### src/rtl/out_arbiter_4.sv
// out_arbiter_4: four-input packet arbiter feeding one output buffer.
// A requester presenting a header (BOP) flit wins a round-robin arbitration and keeps
// the output until its tail (EOP) flit transfers. Transfers are combinational on the
// current owner's req and !full.
// Optional feature: define ARB_TIMEOUT_EN to force release of a lock that has
// seen no transfer for TIMEOUT_CYC consecutive cycles (pulses timeout_err).
module out_arbiter_4 #(
   parameter int unsigned FLIT_W      = 67,
   parameter int unsigned TIMEOUT_CYC = 16
) (
   input  logic              clk,
   input  logic              rst,
   input  logic [3:0]        req,
   input  logic [FLIT_W-1:0] flit_in_0,
   input  logic [FLIT_W-1:0] flit_in_1,
   input  logic [FLIT_W-1:0] flit_in_2,
   input  logic [FLIT_W-1:0] flit_in_3,
   output logic [3:0]        ack,
   input  logic              full,
   output logic              write,
   output logic [FLIT_W-1:0] data_out,
   output logic [3:0]        grant,
   output logic              busy,
   output logic              timeout_err
);

   typedef enum logic [0:0] {StIdle, StLocked} state_e;

   state_e            state_q, state_d;
   logic [3:0]        grant_q, grant_d;
   logic [1:0]        owner_q, owner_d;
   logic [1:0]        rr_ptr_q, rr_ptr_d;
   logic [FLIT_W-1:0] flits [4];
   logic [FLIT_W-1:0] owner_flit;
   logic              transfer;
   logic              release_lock;
   logic              expire;
   logic              found;
   logic [1:0]        pick;
   logic [1:0]        cand;

`ifdef ARB_TIMEOUT_EN
   localparam int unsigned CntW = $clog2(TIMEOUT_CYC + 1);
   localparam logic [CntW-1:0] CntMax = CntW'(TIMEOUT_CYC);

   logic [CntW-1:0] cnt_q, cnt_d;
   logic            timeout_err_q, timeout_err_d;
`else
   logic unused_timeout_cyc;
   assign unused_timeout_cyc = ^TIMEOUT_CYC;
`endif

   // Collect the requester flits into an indexable array.
   always_comb begin
      flits[0] = flit_in_0;
      flits[1] = flit_in_1;
      flits[2] = flit_in_2;
      flits[3] = flit_in_3;
   end

   // Round-robin search for the first header-bearing request at or after rr_ptr.
   always_comb begin
      found = 1'b0;
      pick  = rr_ptr_q;
      cand  = '0;
      for (int unsigned i = 0; i < 4; i++) begin
         cand = rr_ptr_q + 2'(i);
         if (!found && req[cand] && flits[cand][FLIT_W-1]) begin
            found = 1'b1;
            pick  = cand;
         end
      end
   end

   // Next-state, transfer datapath and lock release.
   always_comb begin
      state_d      = state_q;
      grant_d      = grant_q;
      owner_d      = owner_q;
      rr_ptr_d     = rr_ptr_q;
      write        = 1'b0;
      ack          = '0;
      data_out     = '0;
      transfer     = 1'b0;
      release_lock = 1'b0;
      expire       = 1'b0;
      owner_flit   = flits[owner_q];

      unique case (state_q)
         StIdle: begin
            if (found) begin
               state_d = StLocked;
               grant_d = 4'b0001 << pick;
               owner_d = pick;
            end
         end
         StLocked: begin
            // Outputs are gated during reset so a dying lock never acks a flit.
            if (rst) begin
               data_out = owner_flit;
               transfer = req[owner_q] & ~full;
            end
            if (transfer) begin
               write          = 1'b1;
               ack[owner_q]   = 1'b1;
               release_lock   = owner_flit[FLIT_W-2];
            end
         end
         default: state_d = StIdle;
      endcase

`ifdef ARB_TIMEOUT_EN
      cnt_d         = '0;
      timeout_err_d = 1'b0;
      if (state_q == StLocked && !transfer) begin
         cnt_d = cnt_q + CntW'(1);
         if (cnt_d == CntMax) begin
            expire        = 1'b1;
            timeout_err_d = 1'b1;
            cnt_d         = '0;
         end
      end
`endif

      if (release_lock || expire) begin
         state_d  = StIdle;
         grant_d  = '0;
         rr_ptr_d = owner_q + 2'd1;
      end
   end

   // State registers with synchronous active-low reset.
   always_ff @(posedge clk) begin
      if (!rst) begin
         state_q  <= StIdle;
         grant_q  <= '0;
         owner_q  <= '0;
         rr_ptr_q <= '0;
      end else begin
         state_q  <= state_d;
         grant_q  <= grant_d;
         owner_q  <= owner_d;
         rr_ptr_q <= rr_ptr_d;
      end
   end

`ifdef ARB_TIMEOUT_EN
   // Idle-lock counter and one-cycle forced-release pulse.
   always_ff @(posedge clk) begin
      if (!rst) begin
         cnt_q         <= '0;
         timeout_err_q <= 1'b0;
      end else begin
         cnt_q         <= cnt_d;
         timeout_err_q <= timeout_err_d;
      end
   end

   assign timeout_err = timeout_err_q;
`else
   assign timeout_err = 1'b0;
`endif

   assign grant = grant_q;
   assign busy  = (state_q == StLocked);

endmodule
### config.mk
export PLATFORM = sky130hd
export DESIGN_NAME = out_arbiter_4
export DESIGN_NICKNAME = d
export VERILOG_FILES = /design/src/rtl/out_arbiter_4.sv
export SDC_FILE = /design/constraint.sdc
export NUM_CORES = 1
export LEC_CHECK = 0
export BUFFER_PORTS_ARGS = -buffer_cell sky130_fd_sc_hd__buf_4
export CAP_MARGIN = 40
export CELL_PAD_IN_SITES_DETAIL_PLACEMENT = 0
export CELL_PAD_IN_SITES_GLOBAL_PLACEMENT = 1
export CORE_AREA = 4 4 134 136
export DETAILED_ROUTE_END_ITERATION = 8
export DIE_AREA = 0 0 138 140
export GPL_ROUTABILITY_DRIVEN = 1
export PLACE_DENSITY_LB_ADDON = 0.1
export SLEW_MARGIN = 20
export SYNTH_ARGS = -nofsm -noshare
export SYNTH_HDL_FRONTEND = slang
export SYNTH_SLANG_ARGS = --single-unit
### constraint.sdc
create_clock -name clk -period 1.6 [get_ports clk]
set_input_delay 0.08 -clock clk [delete_from_list [all_inputs] [get_ports clk]]
set_output_delay 0.08 -clock clk [all_outputs]
set_load 0.05 [all_outputs]
======== After elaboration in Yosys (flattened, before gate mapping) ========
Index checks and enable logic that the tools add are counted.
cells by class
  $add $sub $neg .......................... 4
  order comparisons ....................... 11
  shift operators ......................... 1
  muxes and demuxes ....................... 46
  bitwise gates (word level) .............. 9
  reduce and logical (&&, ||, !) cells .... 13
operators with widths
  cell                   number
  $mux W67               12
  $bmux W67 S2           5
  $mux W1                18
  $ge A3 B3 Y1 const B   5
  $lt A2 B3 Y1 const B   5
  $not A2 Y3             5
  $bmux W1 S2            5
  $logic_and A1 B1 Y1    8
  $mux W4                2
  $mux W2                3
  $add A2 B1 Y2 const B  2
  $add A2 B2 Y2 const B  2
  $shl A1 B2 Y4 const A  1
  $logic_not A1 Y1       3
  $not A1 Y1             3
  $demux W1 S2           1
  $ge A2 B1 Y1 const B   1
  $reduce_and A2 Y1      1
  $reduce_or A2 Y1       1
  $and A1 B1 Y1          1
storage, ports and cells
  bits in registers ....................... 9
  input bits .............................. 275
  output and inout bits ................... 78
  logic and storage cells ................. 88

======== Longest topological paths before layout ========
Gate-level depths: netlist (run 1).
  word-level depth ........................ 20
  mapped depth ............................ 7

======== Worst setup path after synthesis (run 1) ========
No wires, ideal clock.
  path type ............................... reg2out
  from .................................... register state_q (netlist: busy)
  to ...................................... output port ack[0]
  arrival time ............................ 2210 ps
  data required time ...................... 1520 ps
  slack ................................... -690 ps
  stages on the path, launching flop included .. 4
  buffers on the path ..................... 0
  cell sequence ........................... dfxtp_1 -> nand2_1 -> nor3b_2 -> and2_1
between the ends
  longest elaborated chain between the ends .. 1
ends and longest elaborated chain
  what                    RTL line  source
  start, declared         29        state_e state_q, state_d;
  start signal, assigned  135       state_q <= StIdle;
  start signal, assigned  140       state_q <= state_d;
  $mux W4                 89        unique case (state_q)
  end, declared           18        output logic [3:0] ack,
No other way between the ends.

======== Worst setup path after layout (run 1) ========
  from .................................... register owner_q[0]
  to ...................................... output port ack[0]
between the ends
  longest elaborated chain between the ends .. 7
  elaborated cells between the ends (all ways) .. 12
ends and longest elaborated chain
  what                           RTL line  source
  start, declared                31        logic [1:0] owner_q, owner_d;
  start signal, assigned         142       owner_q <= owner_d;
  $bmux W1 S2                    101       transfer = req[owner_q] & ~full;
  $mux W1 (implied by the code)  101
  $and A1 B1 Y1                  101
  $mux W1                        99        if (rst) begin
  $mux W1                        89
  $mux W4 (*)                    103       if (transfer) begin
  $mux W4 (*)                    89
Every way passes the cells marked *; elsewhere a longest branch is shown, timed or not. The select of a mux whose other input is x is not followed.

==> metrics.md, run 1 <==
| Metric | Value |
|---|---|
| Peak supply drop | `about 0.00078 V` |
| Core ar. | `about 17,000 µm²` |
| Slowest stage delay, CP | `0.52 ns` |
| Initial Utilization | `15.46%` |
| Clk Latency, worst-skew pair | `0.23 ns` |
| I/O Buffers | `351` |
| Worst EP arrival | `between 1.5 and 2 ns` |
| CTS buffer count | `3` |
| Fin Setup TNS | `-13.71 ns` |
| Sw Ratio | `36.33%` |
| Reg power frac | `8.9%` |
| Routed len/inst | `around 21 µm` |
| Sequential element share of the synthesized area | `6.880%` |
| Vias per cell | `between 4 and 5` |
| Vias in the first global route | `3,954` |
| Avg Inst Size Synth | `11.39 µm²` |
| CP cell instances | `buf_6 > mux4_2 > nor3b_4 > and2_4 > buf_6` |
| Req. time, crit path | `about 1.5 ns` |
| Met2 Usage GRT | `roughly a third` |
| Yosys warns | `0` |
| N_diodes | `0` |
| Die width | `~140 µm` |
| Most Frequent Cell on Critical Path | `buf_6` |
| Final setup vio count | `79` |
| Setup slack after layout | `-0.2434 ns` |
| Tot GR Track Use | `16.44%` |
| Area Overhead vs Synth | `159.1%` |
| Startpoint types | `flop` |
| Post-route minimum period | `1.843 ns` |
| #FFs+latches synth | `9` |
| Longest Clk Path Bufs | `2` |
| Final Hold Fails | `0` |
| Critical path class | `flop to output port` |
| Cell Area, Synth | `around 2600 µm²` |
| Final worst-path cycle share | `115.2%` |
| Detailed placement HPWL | `14.26 mm` |
| Hold buffers post-CTS | `0` |
| Worst hold slack | `around 0.16 ns` |
| Antenna Nets Post-Route | `0` |
| Die Y | `140 µm` |
| Met3 usage | `3.175%` |
| Initial antenna violation count | `0` |
| Crit end category | `output port` |
| Residual DRC | `0` |
| P per Cell Area | `between 400 and 500 nW/µm²` |
| Hold Path Class | `input port to flop` |
| GRT overflow | `0` |
| Violated checks | `setup timing` |
| Share of layout cells above drive strength 1 | `~90%` |
| Total clock sinks | `9` |
| Outcome | `complete, but fails checks` |
| Post-layout util | `approximately two fifths` |
| Internal Pwr Total | `0.001833 W` |
| DRC marker count from the first detailed-route iteration | `129` |
| Router iterations before antenna repair | `4` |
| Largest net degree at the start of global routing | `36` |
| MaxCap Viol Count | `0` |
| Row count | `48` |
| Root Driver | `clkbuf_16` |
| Gpl congestion | `between 0.8 and 0.9` |
| Worst-path clk slew | `0.04 ns` |
| Final Max Tran Viols | `0` |
| Post-Route WL | `17.12 mm` |
| First-pass GRT wire length | `24.88 mm` |
| CTS tree | `yes` |
| Fmax | `between 500 and 600 MHz` |
| Leakage power | `3.058 nW` |
| Post-Syn Nets | `509` |
| Pwr Total | `0.002878 W` |
| Vias | `around 3,600` |
| Busiest grt layer | `met2` |
| Yosys cell types | `30` |
| Fin nets | `around 870` |
| Logic pwr share | `around three quarters` |
| Met1 Use GR | `18.25%` |
| CP max-delay cell | `mux4_2` |
| Clock skew | `0.001104 ns` |
| I/O Pins | `353` |
| RSZ-0062 raised after global routing | `yes` |
| Die area | `19,320 µm²` |
| Sw Pwr | `0.001046 W` |
| Cell count after synthesis | `230` |
| Critical path's top delay family | `multiplexers` |
| Clock power frac | `15.2%` |
| H-tree Lvls | `1` |
| Worst Path Max Fanout | `6` |
| Worst Path Buf+Inv | `2` |
[worst register-to-register path, stage by stage, from the launching register on]
cell and delay, ns:
dfxtp_4 0.39, buf_4 0.12, buf_6 0.09, mux4_2 0.51, buf_6 0.14, nand4b_1 0.10
nand2_2 0.12, a21oi_2 0.12
[metal layers]
| layer | wire length, µm | share of wire [%] |
|---|---|---|
| met5 | 0 | 0 |
| met4 | 335 | 2.0 |
| met3 | 1023 | 6.0 |
| met2 | 9569 | 56 |
| met1 | 6186 | 36 |
[flip-flops by register name, indices dropped and copies added (netlist names)]
name      flops
busy          1
rr_ptr_q      2
owner_q       2
grant         4
[through the flow]
stage,cell area (µm²),setup slack (ns),cells
global route,6787,-0.3058,814
global placement,6120,-0.03125,797
floorplan,3137,-0.1961,230
CTS,6684,-0.2620,811
detailed placement,6120,-0.03610,797
finish,6787,-0.2434,814
[path summary, 6_finish.rpt]
check	startpoint	end	slack (ns)	depth (start not counted)
min	rst	owner_q[1]$_SDFFE_PN0P_	0.16	2
max	owner_q[0]$_SDFFE_PN0P_	ack[0]	-0.24	5
min reg2reg	grant[2]$_SDFFE_PP0P_	grant[2]$_SDFFE_PP0P_	0.46	2
max reg2reg	owner_q[0]$_SDFFE_PN0P_	grant[3]$_SDFFE_PP0P_	-0.06	7
[Yosys cell counts]
library cell	instances	area share, %
nand3_1	2	0.38
nor3b_2	1	0.48
dfxtp_1	9	6.9
buf_4	5	1.4
a21oi_1	4	0.76
nand2_1	20	2.9
o2bb2ai_1	1	0.33
buf_2	6	1.1
a41oi_1	1	0.33
o21ai_0	2	0.38
a31oi_1	1	0.24
conb_1	1	0.14
and2_1	6	1.4
nor2b_1	67	16
nand4b_1	1	0.33
mux4_2	68	58
and4b_1	1	0.38
a311o_1	1	0.38
a222oi_1	1	0.38
nor3_1	1	0.19
nor2_1	1	0.14
o21bai_1	2	0.57
ha_1	4	1.9
inv_1	3	0.43
o22ai_1	2	0.48
or3_1	2	0.48
clkbuf_1	13	1.9
a21boi_0	2	0.57
a31o_1	1	0.33
and3_1	1	0.24
[cell usage in the layout, fill, tap and decap left out, drive strengths merged, types with 3 or more instances in the layout]
master / n
dfxtp: 9
nor2b: 67
ha: 4
nand2: 20
mux4: 68
and2: 6
clkbuf: 5
buf: 378
a21oi: 4
inv: 3
[cell type report]
class                           instances  area [µm²]
Timing Repair Buffer                  379        3373
Inverter                                3       11.26
Multi-Input combinational cell        194        2850
Fill cell                            1698       10150
Tap cell                              225       281.5
Clock buffer                            4       78.83
Sequential cell                         9       191.4
[power by group through the flow]
stage	logic, W	clock network, W	registers [W]
after floorplan	0.00115	0	0.000282
after global placement	0.00199	0	0.000261
after detailed placement	0.00200	0	0.000262
after CTS	0.00218	0.000446	0.000257
after global routing	0.00230	0.000465	0.000259
final	0.00219	0.000436	0.000256
[repair_timing]
action / 4_1_cts / 5_1_grt
setup endpoints to repair: 77 / 79
pin swaps: 1 / 3
gates cloned: 4 / 1
setup buffers: 6 / 2
gates resized for setup: 86 / 17
[logic make-up (layout without fill, tap and decap cells)]
family / Yosys count / count (layout) / synth area share (%)
buffers and inverters: 27 / 386 / 4.874
AND/OR/NAND/NOR: 103 / 103 / 22.93
multiplexers: 68 / 68 / 58.48
adder cells (fa/ha/maj): 4 / 4 / 1.911
other: 1 / 1 / 0.1432
AO/OA/AOI/OAI: 18 / 18 / 4.778
flip-flops: 9 / 9 / 6.880
(Power assumes the default switching activity.)
==> inputs of run 2 (changes only) <==
- REMOVE_ABC_BUFFERS: unset -> 1
==> metrics.md, run 2 (synthesis results as in run 1) <==
| Metric | Value |
|---|---|
| Slowest stage delay, CP | `about 0.5 ns` |
| Residual DRC | `0` |
| Most Frequent Cell on Critical Path | `buf_4` |
| Top sig layer | `met4` |
| P per Cell Area | `423.3 nW/µm²` |
| CP cell instances | `buf_4 > buf_12 > mux4_2 > nor2b_1 > buf_4` |
| Final Hold Fails | `0` |
| Clk Latency, worst-skew pair | `0.23 ns` |
| Final worst-path cycle share | `116.7%` |
| Req. time, crit path | `~1.5 ns` |
| Longest Clk Path Bufs | `2` |
| First-pass GRT wire length | `about 24 mm` |
| RSZ-0062 raised after global routing | `yes` |
| I/O Buffers | `351` |
| Fillers | `1,774` |
| Initial Utilization | `15.46%` |
| Gpl congestion | `0.8705` |
| Fin nets | `865` |
| Clock skew | `0.0008770 ns` |
| Met1 wire length | `6.200 mm` |
| Peak supply drop | `0.0006805 V` |
| Outcome | `complete, but fails checks` |
| Vias | `3,502` |
| Die width | `138 µm` |
| Violated checks | `setup timing` |
| Fmax | `about 540 MHz` |
| Worst-path clk slew | `0.04 ns` |
| MaxCap Viol Count | `0` |
| Vias per cell | `4.313` |
| Hold Path Class | `input port to flop` |
| Leakage power | `roughly 2.7 nW` |
| Vias in the first global route | `3,754` |
| Root Driver | `clkbuf_16` |
| Die area | `19,320 µm²` |
| R2R setup slack | `-0.04 ns` |
| DR WL met3 | `about 1.3 mm` |
| Total clock sinks | `9` |
| Post-Route WL | `17.33 mm` |
| Final setup vio count | `79` |
| Area Overhead vs Synth | `135.2%` |
| Critical path class | `flop to output port` |
| Worst EP arrival | `1.79 ns` |
| Final Max Tran Viols | `0` |
| Startpoint types | `flop` |
| Largest net degree at the start of global routing | `a little under 70` |
| Setup slack after layout | `-0.2674 ns` |
| Post-route minimum period | `1.867 ns` |
| Antenna Nets Post-Route | `0` |
| Die Y | `140 µm` |
| H-tree Lvls | `1` |
| Hold buffers post-CTS | `0` |
| Commonest non-fill, non-tap cells in the layout | `294 x buf_4, 68 x mux4_2, 67 x nor2b_1, 66 x buf_6, 18 x nand2_1` |
| Fin Setup TNS | `-15.49 ns` |
| CTS buffer count | `3` |
| I/O Pins | `between 300 and 400` |
| Tot GR Track Use | `16.33%` |
| Share of layout cells above drive strength 1 | `77.61%` |
| Routed len/inst | `~21 µm` |
| Max reg flops | `4` |
| Most common cell after layout, fill and taps aside | `buf_4` |
| Worst Path Max Fanout | `6` |
| Detailed placement HPWL | `14.52 mm` |
| Pwr Total | `0.002607 W` |
| CP max-delay cell | `mux4_2` |
| DRC marker count from the first detailed-route iteration | `112` |
| Crit end category | `output port` |
| Met2 WL post-DR | `9.615 mm` |
| CTS tree | `yes` |
| GRT overflow | `0` |
| Initial antenna violation count | `2` |
| Router iterations before antenna repair | `5` |
| Core ar. | `16,940 µm²` |
| Row count | `48` |
## run 2: per-stage QoR
step	instances	hold WS, ns	area [µm²]	utilization (%)	worst slack (ns)
6_report	812	0.1532	6160	36.37	-0.2674
5_1_grt	812	0.1608	6160	36.37	-0.3323
4_1_cts	803	0.1525	5971	35.25	-0.2806
3_5_place_dp	796	0.3908	5609	33.12	-0.04073
3_3_place_gp	796	0.3936	5609	33.12	-0.03264
2_1_floorplan	206	0.2272	2502	-	-3.281
## run 2: timing repair
action / 4_1_cts / 5_1_grt
pin swaps: 4 / 0
endpoints found under the setup margin: 74 / 79
hold endpoints to repair: 0 / 0
gates cloned: 1 / 3
resized for setup: 65 / 19
buffers inserted: 2 / 4
## run 2: per-layer routing
metal | vias up | track usage (%)
met3 | 10 | 4.268
met4 | 0 | 2.288
met5 | - | 0
met1 | 1685 | 18.69
li1 | 1624 | -
met2 | 183 | 31.14
## run 2: area by class of cell
cell class                 count  area [µm²]  area share (%)
inverter                       3       11.26          0.1828
multi-input combinational    194        2330           37.82
antenna                        2       5.005         0.08125
sequential                     9       187.7           3.047
tap                          225       281.5           4.570
timing repair buffer         375        3266           53.02
clock buffer                   4       78.83           1.280
## run 2: where the power goes
part / switching, W / internal [W] / total, W / leakage, nW
Clock: 0.0000983 / 0.000332 / 0.000430 / 0.0382
Combinational: 0.000833 / 0.00109 / 0.00192 / 2.59
Sequential: 0.0000163 / 0.000238 / 0.000254 / 0.0749
## run 2: worst paths after layout
kind | to | from | cells past startpoint
worst min register to register | grant[0]$_SDFFE_PP0P_ | grant[0]$_SDFFE_PP0P_ | 2
worst max register to register | grant[0]$_SDFFE_PP0P_ | owner_q[0]$_SDFFE_PN0P_ | 6
worst min-delay path | owner_q[1]$_SDFFE_PN0P_ | rst | 2
worst max-delay path | data_out[23] | owner_q[0]$_SDFFE_PN0P_ | 5
## run 2: worst max-delay path, delay by kind of cell, from the launching register on
kind	cells	cell delay [ns]
multiplexers	1	0.50
buffers and inverters	3	0.49
flip-flops	1	0.41
AND/OR/NAND/NOR	1	0.15
